### src/rtl/commit_trace_rx_if.sv
// commit_trace_rx_if: commit capture inputs and record/status outputs of commit_trace_rx.
interface commit_trace_rx_if #(
   parameter int unsigned XLEN  = 32,
   parameter int unsigned DEPTH = 8,
   parameter int unsigned SEQ_W = 32
);
   localparam int unsigned LW = $clog2(DEPTH) + 1;

   logic             update_i;
   logic [XLEN-1:0]  pc_i;
   logic [XLEN-1:0]  instr_i;
   logic [4:0]       reg_addr_i;
   logic [XLEN-1:0]  reg_data_i;
   logic             rec_valid_o;
   logic             rec_ready_i;
   logic [SEQ_W-1:0] rec_seq_o;
   logic [XLEN-1:0]  rec_pc_o;
   logic [XLEN-1:0]  rec_instr_o;
   logic [4:0]       rec_rd_o;
   logic [XLEN-1:0]  rec_rd_data_o;
   logic [LW-1:0]    level_o;
   logic             overflow_o;
   logic [SEQ_W-1:0] drop_cnt_o;
   logic             done_o;

   modport master (
      output update_i, pc_i, instr_i, reg_addr_i, reg_data_i, rec_ready_i,
      input  rec_valid_o, rec_seq_o, rec_pc_o, rec_instr_o, rec_rd_o, rec_rd_data_o,
      input  level_o, overflow_o, drop_cnt_o, done_o
   );

   modport slave (
      input  update_i, pc_i, instr_i, reg_addr_i, reg_data_i, rec_ready_i,
      output rec_valid_o, rec_seq_o, rec_pc_o, rec_instr_o, rec_rd_o, rec_rd_data_o,
      output level_o, overflow_o, drop_cnt_o, done_o
   );
endinterface

### src/rtl/commit_trace_rx.sv
// commit_trace_rx: buffers core commit records in a show-ahead FIFO tagged with sequence numbers.
// Optional macro TRACE_DEDUP_EN discards repeated pc/instr pairs from stalled update pulses.
module commit_trace_rx #(
   parameter int unsigned XLEN  = 32,
   parameter int unsigned DEPTH = 8,
   parameter int unsigned SEQ_W = 32
) (
   input logic              clk_i,
   input logic              rst_i,
   commit_trace_rx_if.slave bus
);
   localparam int unsigned AW = $clog2(DEPTH);
   localparam int unsigned LW = AW + 1;

   typedef enum logic [1:0] {StRun, StDrain, StHalted} state_e;

   typedef struct packed {
      logic [SEQ_W-1:0] seq;
      logic [XLEN-1:0]  pc;
      logic [XLEN-1:0]  instr;
      logic [4:0]       rd;
      logic [XLEN-1:0]  data;
   } rec_t;

   rec_t             mem_q [DEPTH];
   rec_t             head;
   logic [AW-1:0]    wr_ptr_q, rd_ptr_q;
   logic [LW-1:0]    level_q, level_d;
   logic [SEQ_W-1:0] seq_q, drop_cnt_q;
   logic             overflow_q;
   state_e           state_q, state_d;
   logic             upd_run, is_halt, dup, push_req, push, pop, drop, valid;

`ifdef TRACE_DEDUP_EN
   logic            last_vld_q;
   logic [XLEN-1:0] last_pc_q, last_instr_q;

   always_ff @(posedge clk_i) begin
      if (rst_i) begin
         last_vld_q   <= 1'b0;
         last_pc_q    <= '0;
         last_instr_q <= '0;
      end else if (push) begin
         last_vld_q   <= 1'b1;
         last_pc_q    <= bus.pc_i;
         last_instr_q <= bus.instr_i;
      end
   end

   assign dup = last_vld_q && (bus.pc_i == last_pc_q) && (bus.instr_i == last_instr_q);
`else
   assign dup = 1'b0;
`endif

   assign valid = (level_q != '0);

   always_comb begin
      upd_run  = bus.update_i && (state_q == StRun);
      is_halt  = (bus.instr_i == XLEN'(32'h0000_0073)) || (bus.instr_i == XLEN'(32'h0010_0073)) ||
                 (bus.instr_i == XLEN'(32'h0000_006F));
      pop      = valid && bus.rec_ready_i;
      push_req = upd_run && !dup;
      // A full FIFO still takes a push when the head leaves on the same edge.
      push     = push_req && ((level_q != LW'(DEPTH)) || pop);
      drop     = push_req && !push;
      level_d  = level_q + LW'(push) - LW'(pop);
      state_d  = state_q;
      case (state_q)
         StRun:    if (upd_run && is_halt) state_d = StDrain;
         StDrain:  if (level_d == '0) state_d = StHalted;
         StHalted: state_d = StHalted;
         default:  state_d = StRun;
      endcase
   end

   always_ff @(posedge clk_i) begin
      if (rst_i) begin
         state_q    <= StRun;
         wr_ptr_q   <= '0;
         rd_ptr_q   <= '0;
         level_q    <= '0;
         seq_q      <= '0;
         drop_cnt_q <= '0;
         overflow_q <= 1'b0;
      end else begin
         state_q  <= state_d;
         level_q  <= level_d;
         if (push) begin
            wr_ptr_q <= wr_ptr_q + 1'b1;
            seq_q    <= seq_q + 1'b1;
         end
         if (pop) rd_ptr_q <= rd_ptr_q + 1'b1;
         if (drop) begin
            overflow_q <= 1'b1;
            if (drop_cnt_q != '1) drop_cnt_q <= drop_cnt_q + 1'b1;
         end
      end
   end

   always_ff @(posedge clk_i) begin
      if (push) begin
         mem_q[wr_ptr_q] <= '{seq: seq_q, pc: bus.pc_i, instr: bus.instr_i,
                              rd: bus.reg_addr_i, data: bus.reg_data_i};
      end
   end

   assign head              = mem_q[rd_ptr_q];
   assign bus.rec_valid_o   = valid;
   assign bus.rec_seq_o     = valid ? head.seq : '0;
   assign bus.rec_pc_o      = valid ? head.pc : '0;
   assign bus.rec_instr_o   = valid ? head.instr : '0;
   assign bus.rec_rd_o      = valid ? head.rd : '0;
   assign bus.rec_rd_data_o = (valid && (head.rd != '0)) ? head.data : '0;
   assign bus.level_o       = level_q;
   assign bus.overflow_o    = overflow_q;
   assign bus.drop_cnt_o    = drop_cnt_q;
   assign bus.done_o        = (state_q == StHalted);
endmodule

### src/flat_wrapper.sv
// flat-port wrapper written by rule: the top's interface ports become plain ports
module commit_trace_rx_flat 
#(
   parameter int unsigned XLEN  = 32,
   parameter int unsigned DEPTH = 8,
   parameter int unsigned SEQ_W = 32
)
  (clk_i, rst_i, bus_update_i, bus_pc_i, bus_instr_i, bus_reg_addr_i, bus_reg_data_i, bus_rec_ready_i, bus_rec_valid_o, bus_rec_seq_o, bus_rec_pc_o, bus_rec_instr_o, bus_rec_rd_o, bus_rec_rd_data_o, bus_level_o, bus_overflow_o, bus_drop_cnt_o, bus_done_o);
  commit_trace_rx_if #(.XLEN(XLEN), .DEPTH(DEPTH), .SEQ_W(SEQ_W)) bus_i ();
  input logic clk_i;
  input logic rst_i;
  input wire logic [$bits(bus_i.update_i)-1:0] bus_update_i;
  input wire logic [$bits(bus_i.pc_i)-1:0] bus_pc_i;
  input wire logic [$bits(bus_i.instr_i)-1:0] bus_instr_i;
  input wire logic [$bits(bus_i.reg_addr_i)-1:0] bus_reg_addr_i;
  input wire logic [$bits(bus_i.reg_data_i)-1:0] bus_reg_data_i;
  input wire logic [$bits(bus_i.rec_ready_i)-1:0] bus_rec_ready_i;
  output wire logic [$bits(bus_i.rec_valid_o)-1:0] bus_rec_valid_o;
  output wire logic [$bits(bus_i.rec_seq_o)-1:0] bus_rec_seq_o;
  output wire logic [$bits(bus_i.rec_pc_o)-1:0] bus_rec_pc_o;
  output wire logic [$bits(bus_i.rec_instr_o)-1:0] bus_rec_instr_o;
  output wire logic [$bits(bus_i.rec_rd_o)-1:0] bus_rec_rd_o;
  output wire logic [$bits(bus_i.rec_rd_data_o)-1:0] bus_rec_rd_data_o;
  output wire logic [$bits(bus_i.level_o)-1:0] bus_level_o;
  output wire logic [$bits(bus_i.overflow_o)-1:0] bus_overflow_o;
  output wire logic [$bits(bus_i.drop_cnt_o)-1:0] bus_drop_cnt_o;
  output wire logic [$bits(bus_i.done_o)-1:0] bus_done_o;
  assign bus_i.update_i = bus_update_i;
  assign bus_i.pc_i = bus_pc_i;
  assign bus_i.instr_i = bus_instr_i;
  assign bus_i.reg_addr_i = bus_reg_addr_i;
  assign bus_i.reg_data_i = bus_reg_data_i;
  assign bus_i.rec_ready_i = bus_rec_ready_i;
  assign bus_rec_valid_o = bus_i.rec_valid_o;
  assign bus_rec_seq_o = bus_i.rec_seq_o;
  assign bus_rec_pc_o = bus_i.rec_pc_o;
  assign bus_rec_instr_o = bus_i.rec_instr_o;
  assign bus_rec_rd_o = bus_i.rec_rd_o;
  assign bus_rec_rd_data_o = bus_i.rec_rd_data_o;
  assign bus_level_o = bus_i.level_o;
  assign bus_overflow_o = bus_i.overflow_o;
  assign bus_drop_cnt_o = bus_i.drop_cnt_o;
  assign bus_done_o = bus_i.done_o;
  commit_trace_rx #(.XLEN(XLEN), .DEPTH(DEPTH), .SEQ_W(SEQ_W)) u_core (.clk_i(clk_i), .rst_i(rst_i), .bus(bus_i));
endmodule
### config.mk
export PLATFORM = sky130hd
export DESIGN_NAME = commit_trace_rx_flat
export DESIGN_NICKNAME = d
export VERILOG_FILES = /design/src/rtl/commit_trace_rx_if.sv /design/src/rtl/commit_trace_rx.sv /design/src/flat_wrapper.sv
export SDC_FILE = /design/constraint.sdc
export NUM_CORES = 1
export LEC_CHECK = 0
export CAP_MARGIN = 20
export CORE_ASPECT_RATIO = 1.4
export CORE_MARGIN = 2
export CORE_UTILIZATION = 29
export DETAILED_ROUTE_END_ITERATION = 6
export PLACE_DENSITY = 0.46
export SYNTH_ARGS = -nofsm -noshare
export SYNTH_HDL_FRONTEND = slang
export SYNTH_SLANG_ARGS = --single-unit
### constraint.sdc
create_clock -name clk_i -period 18.3 [get_ports clk_i]
set_input_delay 2.745 -clock clk_i [delete_from_list [all_inputs] [get_ports clk_i]]
set_output_delay 2.745 -clock clk_i [all_outputs]
set_load 0.05 [all_outputs]
Word-level counts from Yosys, hierarchy flattened
Memories as Yosys holds them, arrays and structs flattened. A register that Yosys moved wholly into a read port is not among the register bits.
Cells that the tools add are included.
{"block": "word_totals", "regBits": 77, "ramBits": 1064, "mem_count": 1}
{"name": "u_core.mem_q", "depth": 8, "width": 133, "rd": 1, "rd_ports_with_merged_regs": 1, "write_ports": 1, "line": "commit_trace_rx.sv:25", "rtl": "rec_t mem_q [DEPTH];"}
{"block": "classes", "add_sub_neg": 6, "eq_ne": 9, "n_mux": 12, "n_reduce_logical": 16}
{"op": "two-way mux 32 bit", "n": 4}
{"op": "adder 32 x 1 -> 32 bit (second input constant)", "n": 2}
{"op": "equality test 32 x 7 -> 1 bit (second input constant)", "n": 2}
{"op": "equality test 32 x 21 -> 1 bit (second input constant)", "n": 1}
{"op": "!= test 32 bit (second input constant)", "n": 1}
{"op": "adder 3 x 1 -> 3 bit (second input constant)", "n": 2}
{"op": "logical AND 1 bit", "n": 6}
{"op": "two-way mux 3 bit", "n": 2}
{"op": "one-hot mux 2 bit (3 select lines)", "n": 1}
{"op": "two-way mux 5 bit", "n": 1}
{"op": "nonzero test 5 bit", "n": 1}
{"op": "adder 4 x 1 -> 4 bit", "n": 1}
{"op": "logical NOT 4 bit", "n": 1}
{"op": "two-way mux 2 bit", "n": 2}
{"op": "!= test 4 bit (second input constant)", "n": 1}
{"op": "AND reduction 2 bit", "n": 2}
{"op": "nonzero test 4 bit", "n": 1}
{"op": "subtractor 4 x 1 -> 4 bit", "n": 1}
{"op": "logical OR 1 bit", "n": 3}
{"op": "equality test 2 x 1 -> 1 bit (second input constant)", "n": 1}
{"op": "equality test 2 bit (second input constant)", "n": 1}
{"op": "logical NOT 2 bit", "n": 1}
{"op": "two-way mux 1 bit", "n": 2}
{"op": "!= test 2 x 1 -> 1 bit (second input constant)", "n": 1}
{"op": "2 further kinds", "n": 2}

Logic depth before layout (Yosys ltp)
Gate-level depths: netlist (run 1).
{"block": "depth", "depth_word": 9, "mapped_depth": 13}

Worst setup path after synthesis (run 1)
OpenSTA, ideal clock, no wires.
{"block": "synth_path", "path_type": "input to register", "start": "input bus_rec_ready_i", "end": "memory u_core.mem_q[4][0] (netlist bit) (enable)", "setup_ns": 0.997, "arrival_time_ns": 16.768, "t_required_ns": 17.303, "path_slack_ns": 0.535, "path_stages": 4, "path_buffers": 1, "path_cell_list": "nand2b_1 a21o_1 clkbuf_1 nor4b_1"}
{"block": "synth_via", "elab_chain_len": 5}
{"element": "start, declared", "line": "flat_wrapper.sv:17", "rtl": "input wire logic [$bits(bus_i.rec_ready_i)-1:0] bus_rec_ready_i;"}
{"element": "logical AND 1 bit", "line": "commit_trace_rx.sv:61", "rtl": "pop = valid && bus.rec_ready_i;"}
{"element": "logical OR 1 bit", "line": "commit_trace_rx.sv:64", "rtl": "push = push_req && ((level_q != LW'(DEPTH)) || pop);"}
{"element": "logical AND 1 bit", "line": "commit_trace_rx.sv:64"}
{"element": "two-way mux 1 bit", "line": "commit_trace_rx.sv:101", "rtl": "if (push) begin"}
{"element": "two-way mux 1 bit (implied by the code)", "line": "commit_trace_rx.sv:102", "rtl": "mem_q[wr_ptr_q] <= '{seq: seq_q, pc: bus.pc_i, instr: bus.instr_i,"}
{"element": "end, declared", "line": "commit_trace_rx.sv:25"}
No other way between the ends.

==> impl_metrics.ini, run 1 <==
[global_routing]
antenna_found_initial = 20
grt_pass1_vias = 23900
grt_max_degree = 111
grt_pass1_wl_um = 166000
overflow = 0
grt_util_all_layers = 0.146

[run]
maxCapViolCount = 0

[min_path]
hold_class = register to register
hold_depth = 2

[route]
viasPerCell = 4.84
wire_per_inst_um = 25.0
remaining_drc_errors = 0
drt_iter0_markers = 1664
dr.pass1.iters = 5
totalWireLength_um = 114000
vias = 22100
ant_nets = 0

[die]
io_pins = 277
die_area_sq_um = 156000
fp.dieH_um = 466
rows = 169
dieWidth_um = 334
coreArea_sq_um = 151000
start_util = 0.292

[sta]
tns_ns = 0
setup_viol = 0
post-route-min-period_ns = 7.87
fmax_mhz = 127
hold_ws_ns = 0.496
hold_viol = 0
slew_headroom = 0.262
worst_pin_slew_ns = 1.11
drv_slew = 0
finalCritPeriodShare = 0.430
rsz0062_at_grt = false
finClkSkew_ns = 0.0343

[cells_and_area]
ff_latch_area_sq_um = 33600
drive_gt1_frac = 0.195
diodes = 0
filler_cell_count = 14100
multiInputGateArea_sq_um = 10200
syn2layout_area_growth_pct = 20.1
nets = 2620

[clocking]
cts_made_buffers = 116
cts_hold_buf = 0
clk_latency_ns = 0.73
post_cts_buffers = 0
htreeDepth = 3
clk_pin_slew_ns = 0.06
cts_tree = yes
cts_sinks = 1144
cts.path.max_buffers = 3
cts_root_buffer = clkbuf_16
postCtsResizedCells = 0

[worst_setup_path]
path_common_cell = buf_4
cp.depth = 6
path_max_fanout = 62
crit_path_cell_trace = buf_4 -> buf_4 -> mux4_2 -> mux2i_1 -> nor2_1 -> clkdlybuf4s50_1
worstSetupStartpointType = register
arrival_ns = 5.13
critical_path.top_delay_family = buffers and inverters
cpPeakStageDelay_ns = 0.92
worst_r2r_path_depth = 13
crit_buf_inv = 3
reg2reg_to = u_core.state_q[0]
crit_slowest_cell = dfxtp_4
crit_required_ns = 15.55
r2r_setup_slack_ns = 14.17
r2r_start = u_core.bus.level_o[2]
end_kind = primary output
crit_path_end = bus_rec_instr_o[7]
critPathKind = register to primary output

[logic_synthesis]
synth_flop_cell = edfxtp_1
synthTopCellsByCount = 1,064 x edfxtp_1, 266 x mux4_2, 183 x nor2_1
syn_nets = 2291
synth.area.top_cells = edfxtp_1 72%, mux4_2 14%, dfxtp_1 3.6%
synthArstFlopShare = 0
avgSynthCellArea_sq_um = 20.4
synth-edff-count = 1064
syn_inst = 2172
ys_ff_latch = 1144
yosysSeqAreaShare = 0.758
synth.top_cell.area_share = 0.722
yosysWarningCount = 0
synth_most_common_cell = edfxtp_1
yosysUniqueCellTypes = 48
yosysTopAreaCell = edfxtp_1
netlist_area_sq_um = 44200

[pwr]
p_leak_uw = 0.0158
power_density_nw_per_um2 = 144
ir_drop_v = 0.0000982

[placement]
io_buffers = 276
gp_congestion = 0.713
dpl.hpwl_um = 62300

[run_status]
outcome = finished, final reports clean
[per-stage QoR]
| stage | total power [uW] | util | instance area, sq um | std cells | worst slack [ns] |
|---|---|---|---|---|---|
| after floorplan | 4670 | - | 44200 | 2172 | 0.535 |
| after global placement | 5430 | 0.326 | 49400 | 4347 | 11.11 |
| after detailed placement | 5450 | 0.326 | 49400 | 4347 | 11.08 |
| after CTS | 7780 | 0.351 | 53100 | 4559 | 10.24 |
| after global routing | 7970 | 0.351 | 53100 | 4561 | 10.19 |
| final | 7640 | 0.351 | 53100 | 4561 | 10.43 |
[placed cells by master, fill, tap and decap left out, types with 4 or more instances in the layout]
cell,count
buf_4,38
a21oi_1,37
inv_1,14
clkinv_1,17
nor3_1,8
a2111oi_0,4
clkinv_2,30
clkdlybuf4s50_1,275
and4_1,5
or4_1,13
clkbuf_16,119
ha_1,13
xor2_1,13
nand3_1,25
or3_1,23
nor2b_1,9
edfxtp_1,1064
o31ai_1,11
clkinvlp_4,7
nand2_1,35
mux2_2,7
nand2b_1,6
dfxtp_1,77
o21ai_0,24
nand4_1,24
buf_12,4
nor2_1,182
mux2i_1,134
xnor2_1,17
bufinv_16,8
clkbuf_1,25
nor3b_1,4
nor4_1,8
mux4_2,266
[flip-flops by register name, summed over array words and instances (netlist names), named ones only]
signal	count
u_core.state_q	2
u_core.bus.overflow_o	1
u_core.bus.level_o	4
u_core.mem_q	1064
u_core.seq_q	32
u_core.wr_ptr_q	3
u_core.bus.drop_cnt_o	32
u_core.rd_ptr_q	3
[how the worst min path moves through the flow]
| stage | end | slack, ns | from |
|---|---|---|---|
| global placement | register | 0.46 | u_core.rd_ptr_q[1] |
| detailed placement | u_core.bus.overflow_o | 0.48 | u_core.bus.overflow_o |
| global route | register | 0.52 | u_core.rd_ptr_q[1] |
| floorplan | register | 0.46 | u_core.rd_ptr_q[1] |
| CTS | register | 0.49 | u_core.rd_ptr_q[1] |
| finish | u_core.bus.overflow_o | 0.50 | u_core.bus.overflow_o |
[layer usage]
metal  part of all wire  vias to the layer above  wire (um)  GRT usage
li1                   -                     9548          -          -
met1               0.43                    11800      49400      0.191
met2               0.48                      580      55000      0.241
met3              0.067                      142       7650     0.0384
met4              0.016                       34       1870     0.0369
met5             0.0017                        -        194          0
[tightest hold or removal path, delay by kind of cell (launching register included)]
| kind | cells | cell delay [ns] |
|---|---|---|
| flip-flops | 1 | 0.33 |
| AND/OR/NAND/NOR | 2 | 0.12 |
[kinds of logic after synthesis]
| family | count (synthesis) | synth area share |
|---|---|---|
| simple gates | 367 | 0.0408 |
| compound gates | 87 | 0.0115 |
| fa+ha+maj | 14 | 0.00413 |
| mux | 407 | 0.168 |
| flops | 1144 | 0.758 |
| buf+inv | 123 | 0.0118 |
| xor+xnor | 30 | 0.00594 |
[area by class of cell]
cell class / instances / area share
inverters: 14 / 0.000989
multi-input cells: 905 / 0.192
clock inverters: 67 / 0.0109
repair buffers: 320 / 0.0596
flip-flops and latches: 1144 / 0.632
clock buffers: 145 / 0.0581
well taps: 1966 / 0.0463
[power breakdown]
group / switching [uW] / leakage, uW / total, uW / internal (uW)
sequential: 70.5 / 0.0102 / 3070 / 3000
combinational: 1470 / 0.00379 / 2270 / 804
clock: 992 / 0.00179 / 2290 / 1300
total: 2530 / 0.0158 / 7640 / 5110
No activity file was read; power rests on OpenSTA's default activity.
==> run 2, diff against run 1 <==
- PLACE_DENSITY: 0.46 -> 0.45
- clock period: 18.3 -> 8.2 ns (I/O delays scaled with it)
==> run 2 against run 1 <==
Effect of this change: clock skew rose by 0.0034 ns; critical path depth fell by 1; core utilization barely moved; clock-buffer cell count fell by 9; hold slack got worse by 0.013 ns; routed wire length fell by 3.0%; first-iteration DRC count fell by 16%; sequential power rose by 120%; critical endpoint is now bus_rec_instr_o[6]; power rose by 120%.
==> impl_metrics.ini, run 2 (same netlist as run 1, synthesis figures left out) <==
[sta]
finalCritPeriodShare = 0.681
worst_pin_slew_ns = 1.09
rsz0062_at_grt = false
post-route-min-period_ns = 5.59
tns_ns = 0
finClkSkew_ns = 0.0377
setup_viol = 0
slew_headroom = 0.273
hold_viol = 0
drv_slew = 0
fmax_mhz = 179

[global_routing]
grt_pass1_wl_um = 163000
grt_util_all_layers = 0.142
overflow = 0
antenna_found_initial = 11
grt_pass1_vias = 23900
grt_max_degree = 105

[pwr]
p_seq_frac = 0.403
power_density_nw_per_um2 = 320
p_leak_uw = 0.0157
ir_drop_v = 0.000169
p_clk_frac = 0.301
total_power_uw = 17000
switchingPower_uw = 5670
combPwrFrac = 0.296
p_sw_frac = 0.333
internal_power_uw = 11400

[placement]
dp_cells = 4341
dpl.hpwl_um = 61000
gp_congestion = 0.758
io_buffers = 276

[cells_and_area]
syn2layout_area_growth_pct = 20.1
post-route-util = 0.351
ff_latch_area_sq_um = 33600
largest_register = u_core.mem_q
final_common_cell = edfxtp_1
multiInputGateArea_sq_um = 10300
final_cell_mix = 1,064 x edfxtp_1, 275 x clkdlybuf4s50_1, 266 x mux4_2, 182 x nor2_1, 134 x mux2i_1
stdcell_count = 4560
drive_gt1_frac = 0.190
filler_cell_count = 14200
largest_register_ffs = 1064
nets = 2612

[clocking]
postCtsResizedCells = 0
cts.path.max_buffers = 3
htreeDepth = 3
cts_made_buffers = 115
cts_sinks = 1144
post_cts_buffers = 0
clk_pin_slew_ns = 0.06
clk_latency_ns = 0.75
cts_tree = yes
cts_root_buffer = clkbuf_16
cts_hold_buf = 0

[worst_setup_path]
crit_required_ns = 6.97
critPathKind = register to primary output
cpPeakStageDelay_ns = 0.93
arrival_ns = 4.36
crit_slowest_cell = dfxtp_4
end_kind = primary output
crit_path_cell_trace = buf_4 -> mux4_2 -> mux2i_1 -> nor2_1 -> clkdlybuf4s50_1
path_max_fanout = 58
worstSetupStartpointType = register

[die]
io_pins = 277
dieWidth_um = 334
start_util = 0.292
coreArea_sq_um = 151000
rows = 169
fp.dieH_um = 466
die_area_sq_um = 156000

[route]
totalWireLength_um = 111000
drt_iter0_markers = 1397
ant_nets = 0
viasPerCell = 4.80
remaining_drc_errors = 0
vias = 21900
wire_per_inst_um = 24.3
dr.pass1.iters = 5

[run_status]
outcome = finished, final reports clean

[min_path]
hold_class = register to register

[run]
maxCapViolCount = 0
==> run 2: worst max-delay path: cells and delay by family, from the launching register on <==
family	cells	cell delay, ns
buffers and inverters	2	1.63
DFF	1	0.93
muxes	2	0.85
and+or+nand+nor	1	0.11
==> run 2: routing by layer <==
layer  global-route usage  routed length [um]  up-vias
met5                    0                  91        -
met4               0.0404                2160       14
met3               0.0381                6780      146
met2                0.235               53700      492
met1                0.181               48000    11700
li1                     -                   -     9531
==> run 2: area by class of cell <==
| class | instances | share of cell area |
|---|---|---|
| Clock buffer | 136 | 0.0564 |
| Sequential cell | 1144 | 0.632 |
| Timing Repair Buffer | 313 | 0.0593 |
| Inverter | 14 | 0.000989 |
| Antenna cell | 4 | 0.000188 |
| Multi-Input combinational cell | 905 | 0.193 |
| Tap cell | 1966 | 0.0463 |
| Clock inverter | 78 | 0.0123 |
==> run 2: power by group through the flow <==
stage          clock [uW]  combinational [uW]  sequential (uW)
6_report             5130                5040             6860
2_1_floorplan           0                3400             6990
3_5_place_dp            0                5170             6990
3_3_place_gp            0                5160             6970
4_1_cts              5300                5180             6870
5_1_grt              5510                5370             6890
==> run 2: worst paths after layout <==
check                             start            endpoint  slack [ns]  depth (start not counted)
setup / recovery               register  bus_rec_instr_o[6]        2.61                          5
hold / removal       u_core.rd_ptr_q[1]            register        0.48                          2
setup reg to reg  u_core.bus.level_o[2]   u_core.state_q[0]        4.09                         13
hold reg to reg      u_core.rd_ptr_q[1]            register        0.48                          2
==> run 2: through the flow <==
step | cell area, sq um | hold slack (ns) | setup WS, ns
after floorplan | 44300 | 0.462 | -4.39
after global placement | 49500 | 0.463 | 3.27
after detailed placement | 49500 | 0.473 | 3.21
after CTS | 53100 | 0.484 | 2.46
after global routing | 53100 | 0.513 | 2.37
final | 53100 | 0.483 | 2.61
